[src/rtl/fft_frame_loader_if.sv]
// Handshake bundle between the sample source, the frame loader and the FFT consumer.
// The slave modport is the loader's view; master is the environment's view.
interface fft_frame_loader_if #(
  parameter int DW = 9
);
  logic                 in_valid;
  logic                 in_ready;
  logic signed [DW-1:0] in_data;
  logic                 in_last;
  logic                 frame_valid;
  logic                 frame_ready;
  logic [8*DW-1:0]      frame_data;
  logic                 frame_err;

  modport slave (
    input  in_valid, in_data, in_last, frame_ready,
    output in_ready, frame_valid, frame_data, frame_err
  );

  modport master (
    output in_valid, in_data, in_last, frame_ready,
    input  in_ready, frame_valid, frame_data, frame_err
  );
endinterface

[src/rtl/fft_frame_loader.sv]
// Ping-pong loader that gathers 8 real samples into a frame for an 8-point FFT,
// optionally scattering them into bit-reversed slot order as they arrive.
module fft_frame_loader #(
  parameter int DW     = 9,
  parameter int BITREV = 1
) (
  input  logic           clk,
  input  logic           rst_n,
  fft_frame_loader_if.slave bus
);

  typedef logic signed [DW-1:0] samp_t;

  samp_t           bank_q [2][8];
  logic [1:0]      full_q, full_d;
  logic            wr_bank_q, wr_bank_d;
  logic            rd_bank_q, rd_bank_d;
  logic [2:0]      wr_idx_q, wr_idx_d;
  logic            err_q, err_d;

  logic            accept, abort, wr_en, frame_done, consume;
  logic [2:0]      slot;
  logic [8*DW-1:0] frame_data_w;

  function automatic logic [2:0] bitrev3(input logic [2:0] idx);
    return {idx[0], idx[1], idx[2]};
  endfunction

  // Handshake outputs come straight from registered flags, no input feedthrough.
  assign bus.in_ready    = ~full_q[wr_bank_q];
  assign bus.frame_valid = full_q[rd_bank_q];
  assign bus.frame_err   = err_q;

  assign accept     = bus.in_valid & ~full_q[wr_bank_q];
  assign abort      = accept & bus.in_last & (wr_idx_q != 3'd7);
  assign wr_en      = accept & ~abort;
  assign frame_done = wr_en & (wr_idx_q == 3'd7);
  assign consume    = full_q[rd_bank_q] & bus.frame_ready;
  assign slot       = (BITREV != 0) ? bitrev3(wr_idx_q) : wr_idx_q;

  // Fill and consume always target different banks, so both may land together.
  always_comb begin
    full_d    = full_q;
    wr_bank_d = wr_bank_q;
    rd_bank_d = rd_bank_q;
    wr_idx_d  = wr_idx_q;
    err_d     = abort;
    if (consume) begin
      full_d[rd_bank_q] = 1'b0;
      rd_bank_d         = ~rd_bank_q;
    end
    if (frame_done) begin
      full_d[wr_bank_q] = 1'b1;
      wr_bank_d         = ~wr_bank_q;
    end
    if (abort)      wr_idx_d = 3'd0;
    else if (wr_en) wr_idx_d = wr_idx_q + 3'd1;
  end

  always_comb begin
    frame_data_w = '0;
    for (int j = 0; j < 8; j++) begin
      frame_data_w[j*DW +: DW] = bank_q[rd_bank_q][j];
    end
  end
  assign bus.frame_data = frame_data_w;

  always_ff @(posedge clk or negedge rst_n) begin
    if (!rst_n) begin
      full_q    <= '0;
      wr_bank_q <= 1'b0;
      rd_bank_q <= 1'b0;
      wr_idx_q  <= 3'd0;
      err_q     <= 1'b0;
      for (int b = 0; b < 2; b++) begin
        for (int j = 0; j < 8; j++) begin
          bank_q[b][j] <= '0;
        end
      end
    end else begin
      full_q    <= full_d;
      wr_bank_q <= wr_bank_d;
      rd_bank_q <= rd_bank_d;
      wr_idx_q  <= wr_idx_d;
      err_q     <= err_d;
      if (wr_en) begin
        bank_q[wr_bank_q][slot] <= bus.in_data;
      end
    end
  end

endmodule
[src/flat_wrapper.sv]
// flat-port wrapper written by rule: the top's interface ports become plain ports
module fft_frame_loader_flat 
#(
  parameter int DW     = 9,
  parameter int BITREV = 1
)
  (clk, rst_n, bus_in_valid, bus_in_data, bus_in_last, bus_frame_ready, bus_in_ready, bus_frame_valid, bus_frame_data, bus_frame_err);
  fft_frame_loader_if #(.DW(DW)) bus_i ();
  input  logic clk;
  input  logic rst_n;
  input wire logic [$bits(bus_i.in_valid)-1:0] bus_in_valid;
  input wire logic [$bits(bus_i.in_data)-1:0] bus_in_data;
  input wire logic [$bits(bus_i.in_last)-1:0] bus_in_last;
  input wire logic [$bits(bus_i.frame_ready)-1:0] bus_frame_ready;
  output wire logic [$bits(bus_i.in_ready)-1:0] bus_in_ready;
  output wire logic [$bits(bus_i.frame_valid)-1:0] bus_frame_valid;
  output wire logic [$bits(bus_i.frame_data)-1:0] bus_frame_data;
  output wire logic [$bits(bus_i.frame_err)-1:0] bus_frame_err;
  assign bus_i.in_valid = bus_in_valid;
  assign bus_i.in_data = bus_in_data;
  assign bus_i.in_last = bus_in_last;
  assign bus_i.frame_ready = bus_frame_ready;
  assign bus_in_ready = bus_i.in_ready;
  assign bus_frame_valid = bus_i.frame_valid;
  assign bus_frame_data = bus_i.frame_data;
  assign bus_frame_err = bus_i.frame_err;
  fft_frame_loader #(.DW(DW), .BITREV(BITREV)) u_core (.clk(clk), .rst_n(rst_n), .bus(bus_i));
endmodule
[config.mk]
export PLATFORM = sky130hd
export DESIGN_NAME = fft_frame_loader_flat
export DESIGN_NICKNAME = d
export VERILOG_FILES = /design/src/rtl/fft_frame_loader_if.sv /design/src/rtl/fft_frame_loader.sv /design/src/flat_wrapper.sv
export SDC_FILE = /design/constraint.sdc
export NUM_CORES = 1
export LEC_CHECK = 0
export ABC_AREA = 1
export BUFFER_PORTS_ARGS = -buffer_cell sky130_fd_sc_hd__buf_2
export CORE_ASPECT_RATIO = 0.9
export CORE_MARGIN = 2
export CORE_UTILIZATION = 35
export CTS_BUF_LIST = sky130_fd_sc_hd__clkbuf_8 sky130_fd_sc_hd__clkbuf_16
export CTS_CLUSTER_DIAMETER = 120
export CTS_CLUSTER_SIZE = 16
export DETAILED_ROUTE_END_ITERATION = 7
export GPL_TIMING_DRIVEN = 0
export PLACE_DENSITY_LB_ADDON = 0.05
export SYNTH_ARGS = -nofsm -noshare
export SYNTH_HDL_FRONTEND = slang
export SYNTH_SLANG_ARGS = --single-unit
[constraint.sdc]
create_clock -name clk -period 4.05 [get_ports clk]
set_input_delay 0.2025 -clock clk [delete_from_list [all_inputs] [get_ports clk]]
set_output_delay 0.2025 -clock clk [all_outputs]
set_load 0.02 [all_outputs]
==> results of run 1 <==
## layout make-up
| class | instances | area [µm²] | share of cell area, % |
|---|---|---|---|
| plain buffers | 55 | 253 | 3.00 |
| clock buffers | 19 | 453 | 5.37 |
| clock inverters | 13 | 131 | 1.56 |
| inverters | 14 | 52.6 | 0.623 |
| multi-input cells | 716 | 2990 | 35.4 |
| flip-flops and latches | 152 | 3800 | 45.1 |
| well taps | 255 | 319 | 3.78 |
| repair buffers | 80 | 438 | 5.19 |
## routing by layer
metal | part of all wire, % | GRT usage [%]
met2 | 44 | 33.8
met3 | 4.5 | 3.75
met4 | 1.8 | 6.74
met1 | 49 | 33.6
met5 | 0 | 0
## worst min-delay path, delay by kind of cell
family,cells,cell delay (ps)
buffers and inverters,1,110
xor gates and xnor gates,1,60
and+or+nand+nor,1,70
## report_power, final
group | total (mW) | internal [mW] | switching [mW]
combinational | 2.11 | 0.629 | 1.48
clock | 1.60 | 0.935 | 0.662
sequential | 2.27 | 2.01 | 0.257
total | 5.97 | 3.57 | 2.40
## worst paths after layout
kind	startpoint	endpoint	depth (start not counted)	slack (ps)
hold / removal	bus_frame_ready	u_core.rd_bank_q$_DFFE_PN0N_	3	70
max in group asynchronous	rst_n	u_core.bank_q[111]$_DFFE_PN0P_	3	2890
hold reg to reg	u_core.bank_q[48]$_DFFE_PN0P_	u_core.bank_q[48]$_DFFE_PN0P_	2	470
setup reg to reg	u_core.wr_idx_q[0]$_DFFE_PN0P_	u_core.bank_q[44]$_DFFE_PN0P_	10	1960
setup / recovery	u_core.rd_bank_q$_DFFE_PN0N_	bus_frame_data[10]	6	1440
min in group asynchronous	rst_n	u_core.bank_q[76]$_DFFE_PN0P_	2	290
## per-stage QoR
step | power [mW] | setup WS [ps] | utilization [%] | hold slack [ps] | instance area (µm²)
CTS | 6.03 | 1370 | 42.3 | 53.8 | 8440
detailed placement | 4.43 | 1840 | 39.4 | 171 | 7840
global route | 6.40 | 1220 | 42.3 | 70.6 | 8440
finish | 5.97 | 1440 | 42.3 | 69.0 | 8440
global placement | 4.41 | 230 | 39.2 | 454 | 7800
floorplan | 3.64 | 2400 | - | -93.1 | 7090
## logic make-up (layout without fill, tap and decap cells)
| logic type | Yosys count | in the layout |
|---|---|---|
| compound gates | 7 | 7 |
| simple gates | 702 | 702 |
| buf+inv | 69 | 181 |
| fa+ha+maj | 6 | 6 |
| flops | 152 | 152 |
| xor+xnor | 1 | 1 |
## registers in the layout, summed over array words and instances (netlist names)
| name | flops |
|---|---|
| u_core.bank_q | 144 |
| u_core.bus.frame_err | 1 |
| u_core.full_q | 2 |
| u_core.rd_bank_q | 1 |
| u_core.wr_bank_q | 1 |
| u_core.wr_idx_q | 3 |
## synth_stat cells
cell / instances
nor2_2: 3
buf_4: 10
clkbuf_1: 29
dfrtp_1: 152
nand2_1: 526
inv_2: 1
xor2_1: 1
inv_1: 12
clkinv_1: 1
buf_1: 9
nand2_2: 11
nand3_1: 144
nand4_1: 4
o21ai_0: 7
ha_1: 6
nor2_1: 13
nand3_2: 1
buf_2: 7
## what timing repair did
item / in CTS / in global routing
hold endpoints to repair: 60 / 0
hold buffers: 1 / 0
endpoints found under the setup margin: 0 / 0
==> impl_metrics.env, run 1 <==
export IMPL_clk_pin_slew_worst_paths_ps=60
export IMPL_tritoncts="built"
export IMPL_syn_avg_cell_area_um2=7.57
export IMPL_fin_nets=1056
export IMPL_ctsLongestPathBuffers=2
export IMPL_synthTopCellsByArea="dfrtp_1 54%, nand2_1 28%, nand3_1 10%, clkbuf_1 1.5%, buf_4 1.1%"
export IMPL_timing_max_slew_rel_slack_pct=30.2
export IMPL_worst_slew_pin_transition_ps=1050
export IMPL_grt_use_total_pct=22.6
export IMPL_via_count_of_the_first_global_routing_pass=6127
export IMPL_synth_compound_gate_area_share_pct=0.494
export IMPL_netlist_area_leader_share_pct=53.6
export IMPL_drt_first_iter_violations=489
export IMPL_crit_path_max_incr_delay_ps=550
export IMPL_finalMaxSlewViolations=0
export IMPL_p_per_area_mw_per_mm2=708
export IMPL_final_fill_count=2126
export IMPL_cts_repair_resized=0
export IMPL_cts_post_setup_buffers_inserted=0
export IMPL_timing_critical_path_cells="inv_1 > clkbuf_1 > clkbuf_1 > nand2_1 > nand2_1 > buf_2"
export IMPL_timing_critical_path_fanout_max=10
export IMPL_avg_wl_per_cell_um=17.8
export IMPL_number_of_distinct_library_cells_after_synthesis=18
export IMPL_worst_setup_path_type="reg -> out"
export IMPL_place_detailed_hpwl_um=15100
export IMPL_yosys_mux_area_fraction_pct=0
export IMPL_worst_clock_skew_ps=8.16
export IMPL_synthSimpleGateAreaFrac_pct=40.4
export IMPL_synthToLayoutAreaGrowth_pct=18.9
export IMPL_max_freq_ghz=0.384
export IMPL_place_inst=1271
export IMPL_final_setup_tns_ps=0
export IMPL_critical_path_top_delay_family="buffers and inverters"
export IMPL_critPathSlowestCell="clkbuf_1"
export IMPL_worst_endpoint_arrival_ps=2400
export IMPL_maxCapViolCount=0
export IMPL_chipHeight_um=139
export IMPL_dominant_combinational_cell_family_by_area_after_synthesis="simple AND/OR/NAND/NOR gates"
export IMPL_finalHoldViolations=0
export IMPL_gp_congestion=0.747
export IMPL_drive_gt1_share_pct=13.5
export IMPL_clock_tree_htree_level_count=4
export IMPL_post_synth_inst_count=937
export IMPL_n_antenna_cell=0
export IMPL_most_common_cell_after_layout_fill_and_taps_aside="nand2_1"
export IMPL_grt_first_pass_wirelength_um=36400
export IMPL_dr_pass1_iters=7
export IMPL_period_needed_ps=2610
export IMPL_clk_insertion_delay_late_ps=430
export IMPL_grt_antenna_before_repair=0
export IMPL_drt_total_wl_um=23200
export IMPL_place_port_buffers=78
export IMPL_run_status="completed"
export IMPL_cts_made_buffers=17
export IMPL_min_period_over_period_pct=64.3
export IMPL_ys_seq_area_share_pct=53.6
export IMPL_globalRouteOverflowTotal=0
export IMPL_starting_density_pct=35.6
export IMPL_floorplan_core_area_mm2=0.0199
export IMPL_path_buf_inv=4
export IMPL_drcViolationCount=0
export IMPL_report_final_setup_viol=0
export IMPL_post_drt_via_cell_ratio=4.84
export IMPL_rsz0062_at_grt="false"
export IMPL_via_count=6316
export IMPL_cell_taking_the_most_area_after_synthesis="dfrtp_1"
export IMPL_hp_class="in -> reg"
export IMPL_startpoint_type="flop"
export IMPL_antenna_violating_nets_post_route=0
export IMPL_peak_vdd_ir_uv=318
export IMPL_critical_path_endpoint_type="output port"
export IMPL_syn_num_nets=957
export IMPL_layout_cells_most_common_list="526 x nand2_1, 152 x dfrtp_1, 144 x nand3_1"
export IMPL_placementRows=49
export IMPL_die_width_um=154
export IMPL_ys_warnings_count=0
export IMPL_synth_seq_cells=152
export IMPL_synth_xor_area_share_pct=0.123
export IMPL_grt_start_max_net_pins=93
export IMPL_clock_sinks=152
export IMPL_design_portCount=89
export IMPL_netlist_area_mm2=0.00709
export IMPL_leakage_power_nw=4.84
export IMPL_crit_required_ps=3850
export IMPL_layoutNonFillerInstCount=1304
export IMPL_synth_adder_area_share_pct=1.06
export IMPL_dieArea_mm2=0.0214
export IMPL_clockRootBuffer="clkbuf_16"
(Power assumes the default switching activity.)
==> run 2, diff against run 1 <==
--- a/config.mk
+++ b/config.mk
@@ -5,7 +5,7 @@
 export SDC_FILE = /design/constraint.sdc
 export NUM_CORES = 1
 export LEC_CHECK = 0
-export ABC_AREA = 1
+export ABC_AREA = 0
 export BUFFER_PORTS_ARGS = -buffer_cell sky130_fd_sc_hd__buf_2
 export CORE_ASPECT_RATIO = 0.9
 export CORE_MARGIN = 2
==> constraint.sdc (replaced) <==
create_clock -name clk -period 2.5 [get_ports clk]
set_input_delay 0.125 -clock clk [delete_from_list [all_inputs] [get_ports clk]]
set_output_delay 0.125 -clock clk [all_outputs]
set_load 0.02 [all_outputs]
==> run 2 against run 1 <==
- area after synthesis down 4.1%
- clock power up 67%
- critical path depth down 2
- total power up 63%
- die area down 4.0%
- largest power group unchanged
- highest routed layer unchanged
==> impl_metrics.env, run 2 <==
export IMPL_total_power_mw=9.73
export IMPL_grt_antenna_before_repair=0
export IMPL_worst_clock_skew_ps=7.92
export IMPL_fin_util_pct=43.7
export IMPL_place_port_buffers=87
export IMPL_crit_path_max_incr_delay_ps=710
export IMPL_die_width_um=151
export IMPL_edff_count_synth=0
export IMPL_max_freq_ghz=0.427
export IMPL_n_antenna_cell=0
export IMPL_timing_critical_path_fanout_max=10
export IMPL_clk_pin_slew_worst_paths_ps=60
export IMPL_design_portCount=89
export IMPL_syn_avg_cell_area_um2=15.2
export IMPL_place_area_mm2=0.00758
export IMPL_synth_adder_area_share_pct=1.10
export IMPL_yosys_cell_count_top_type="mux2_2"
export IMPL_path_buf_inv=3
export IMPL_tritoncts="built"
export IMPL_regArea_mm2=0.00380
export IMPL_final_fill_count=1760
export IMPL_p_per_area_mw_per_mm2=1170
export IMPL_startpoint_type="flop"
export IMPL_min_delay_src="bus_in_data[3]"
export IMPL_syn_num_nets=469
export IMPL_clk_insertion_delay_late_ps=410
export IMPL_largest_register_ff_count=144
export IMPL_finalMaxSlewViolations=0
export IMPL_finalWorstSetupSlack_ps=156
export IMPL_place_ws_ps=-92.5
export IMPL_min_period_over_period_pct=93.8
export IMPL_multi_input_area_mm2=0.00293
export IMPL_reg2reg_slack_ps=160
export IMPL_starting_density_pct=35.6
export IMPL_worst_slew_pin_transition_ps=911
export IMPL_number_of_distinct_library_cells_after_synthesis=23
export IMPL_whs_endpoint="u_core.bank_q[21]$_DFFE_PN0P_"
export IMPL_reg2reg_depth=7
export IMPL_post_route_cell_area_mm2=0.00834
export IMPL_ys_warnings_count=0
export IMPL_relative_contribution_of_combinational_cells_to_total_power_pct=35.5
export IMPL_chipHeight_um=136
export IMPL_synth_common_cells="216 x mux2_2, 152 x dfrtp_1, 15 x clkbuf_1, 9 x nand2_1, 7 x nor3_2"
export IMPL_critical_path_endpoint_type="output port"
export IMPL_clockRootBuffer="clkbuf_16"
export IMPL_leakage_power_nw=4.07
export IMPL_yosys_mux_area_fraction_pct=36.5
export IMPL_synthToLayoutAreaGrowth_pct=22.6
export IMPL_dominant_combinational_cell_family_by_area_after_synthesis="multiplexers"
export IMPL_critical_path_top_delay_family="buffers and inverters"
export IMPL_dr_pass1_iters=4
export IMPL_critPathSlowestCell="buf_1"
export IMPL_drive_gt1_share_pct=62.7
export IMPL_floorplan_core_area_mm2=0.0191
export IMPL_avg_wl_per_cell_um=19.8
export IMPL_placementRows=48
export IMPL_synthTopCellsByArea="dfrtp_1 56%, mux2_2 36%, nor4b_4 1.4%, ha_1 1.1%, nor3_2 1.0%"
export IMPL_most_common_cell_after_layout_fill_and_taps_aside="mux2_2"
export IMPL_synth_xor_area_share_pct=0
export IMPL_postSynth_asyncResetShare_pct=100
export IMPL_drcViolationCount=0
export IMPL_antenna_violating_nets_post_route=0
export IMPL_cts_made_buffers=17
export IMPL_globalRouteOverflowTotal=0
export IMPL_fin_nets=584
export IMPL_clock_sinks=152
export IMPL_ys_seq_area_share_pct=55.9
export IMPL_via_count_of_the_first_global_routing_pass=4382
export IMPL_gp_congestion=0.748
export IMPL_netlist_area_mm2=0.00680
export IMPL_run_status="completed"
export IMPL_ctsLongestPathBuffers=2
export IMPL_synthSimpleGateAreaFrac_pct=4.38
export IMPL_grt_use_total_pct=16.9
export IMPL_cell_taking_the_most_area_after_synthesis="dfrtp_1"
export IMPL_critical_path_reg2reg_startpoint="u_core.wr_idx_q[0]$_DFFE_PN0P_"
export IMPL_peak_vdd_ir_uv=776
export IMPL_finalHoldViolations=0
export IMPL_net_switching_power_mw=3.19
export IMPL_synth_compound_gate_area_share_pct=0.460
export IMPL_timing_critical_path_cells="clkbuf_1 > buf_1 > mux2_2 > buf_2"
export IMPL_largest_register="u_core.bank_q"
export IMPL_whs_path_depth=2
export IMPL_synthFlopType="dfrtp_1"
export IMPL_synth_seq_cells=152
export IMPL_pwr_share_seq_pct=37.1
export IMPL_post_synth_inst_count=449
export IMPL_post_drt_via_cell_ratio=4.91
export IMPL_grt_first_pass_wirelength_um=25500
export IMPL_crit_reg2reg_capture="u_core.bank_q[93]$_DFFE_PN0P_"
export IMPL_worst_endpoint_arrival_ps=2220
export IMPL_dieArea_mm2=0.0206
export IMPL_power_switching_share_pct=32.8
export IMPL_worst_setup_path_type="reg -> out"
export IMPL_grt_start_max_net_pins=82
export IMPL_via_count=4059
export IMPL_maxCapViolCount=0
export IMPL_drt_first_iter_violations=89
export IMPL_drt_total_wl_um=16400
export IMPL_clock_tree_htree_level_count=4
export IMPL_timing_max_slew_rel_slack_pct=39.3
export IMPL_rsz0062_at_grt="false"
export IMPL_pwr_share_clk_pct=27.4
export IMPL_netlist_area_leader_share_pct=55.9
export IMPL_crit_required_ps=2380
export IMPL_hp_class="in -> reg"
export IMPL_hold_worst_slack_ps=45.6
export IMPL_layout_cells_most_common_list="216 x mux2_2, 152 x dfrtp_1, 90 x buf_2"
export IMPL_intPower_mw=6.54
export IMPL_period_needed_ps=2340
export IMPL_place_detailed_hpwl_um=11300
export IMPL_report_final_setup_viol=0
export IMPL_reg_largest_list="u_core.bank_q (144), u_core.wr_idx_q (3), u_core.full_q (2)"
[run 2: cell count changes after synthesis, sizes merged, moves of 3 or more]
| cell | before | now |
|---|---|---|
| inv | 13 | 4 |
| buf | 26 | 9 |
| nand2 | 537 | 9 |
| nor3 | 0 | 7 |
| o21ai | 7 | 4 |
| nand3b | 0 | 3 |
| nor4b | 0 | 4 |
| clkbuf | 29 | 15 |
| mux2i | 0 | 3 |
| mux2 | 0 | 218 |
| nand3 | 145 | 0 |
| nor2 | 16 | 4 |
[run 2: layout make-up]
| cell class | count | area share (%) |
|---|---|---|
| multi-input cells | 269 | 35.2 |
| inverters | 4 | 0.180 |
| plain buffers | 24 | 1.23 |
| clock inverters | 11 | 1.73 |
| clock buffers | 21 | 5.76 |
| well taps | 250 | 3.75 |
| repair buffers | 96 | 6.56 |
| flip-flops and latches | 152 | 45.6 |
[run 2: how the worst max path moves through the flow]
stage,start,end,slack [ps],cells past startpoint
floorplan,u_core.wr_idx_q[0]$_DFFE_PN0P_,u_core.bank_q[90]$_DFFE_PN0P_,440,6
global placement,rst_n,u_core.bank_q[118]$_DFFE_PN0P_,-990,1
detailed placement,u_core.wr_idx_q[0]$_DFFE_PN0P_,u_core.bank_q[69]$_DFFE_PN0P_,-90,6
CTS,u_core.wr_idx_q[0]$_DFFE_PN0P_,u_core.bank_q[91]$_DFFE_PN0P_,40,6
global route,u_core.rd_bank_q$_DFFE_PN0N_,bus_frame_data[21],3,4
finish,u_core.rd_bank_q$_DFFE_PN0N_,bus_frame_data[20],160,4
[run 2: power by group through the flow]
stage                     combinational, mW  sequential [mW]  clock, mW
after floorplan                        2.49             3.53          0
after global placement                 3.44             3.60          0
after detailed placement               3.49             3.66          0
after CTS                              3.52             3.61       2.75
after global routing                   3.72             3.72       2.86
final                                  3.45             3.61       2.67
[run 2: timing repair]
item	in CTS	in global routing
setup buffers	0	6
gates resized for setup	11	1
endpoints found under the setup margin	80	54
hold buffers	2	0
pin swaps	1	5
endpoints found under the hold margin	81	0
[run 2: kinds of logic after synthesis]
kind of cell,count (synthesis)
buffers and inverters,28
flip-flops,152
AO/OA/AOI/OAI,6
AND/OR/NAND/NOR,36
adder cells (fa/ha/maj),6
multiplexers,221
[run 2: metal layers]
metal	vias to the layer above	track usage [%]	share of wire [%]	routed length, µm
li1	1846	-	-	-
met1	2145	22.6	47	7720
met2	61	28.1	49	8020
met3	7	4.13	3.4	554
met4	0	3.27	0.63	104
met5	-	0	0	0
[run 2: through the flow]
step	TNS (ps)	instances
final	0	827
after global routing	0	827
after CTS	0	821
after detailed placement	-2500	787
after global placement	-150510	786
after floorplan	0	449
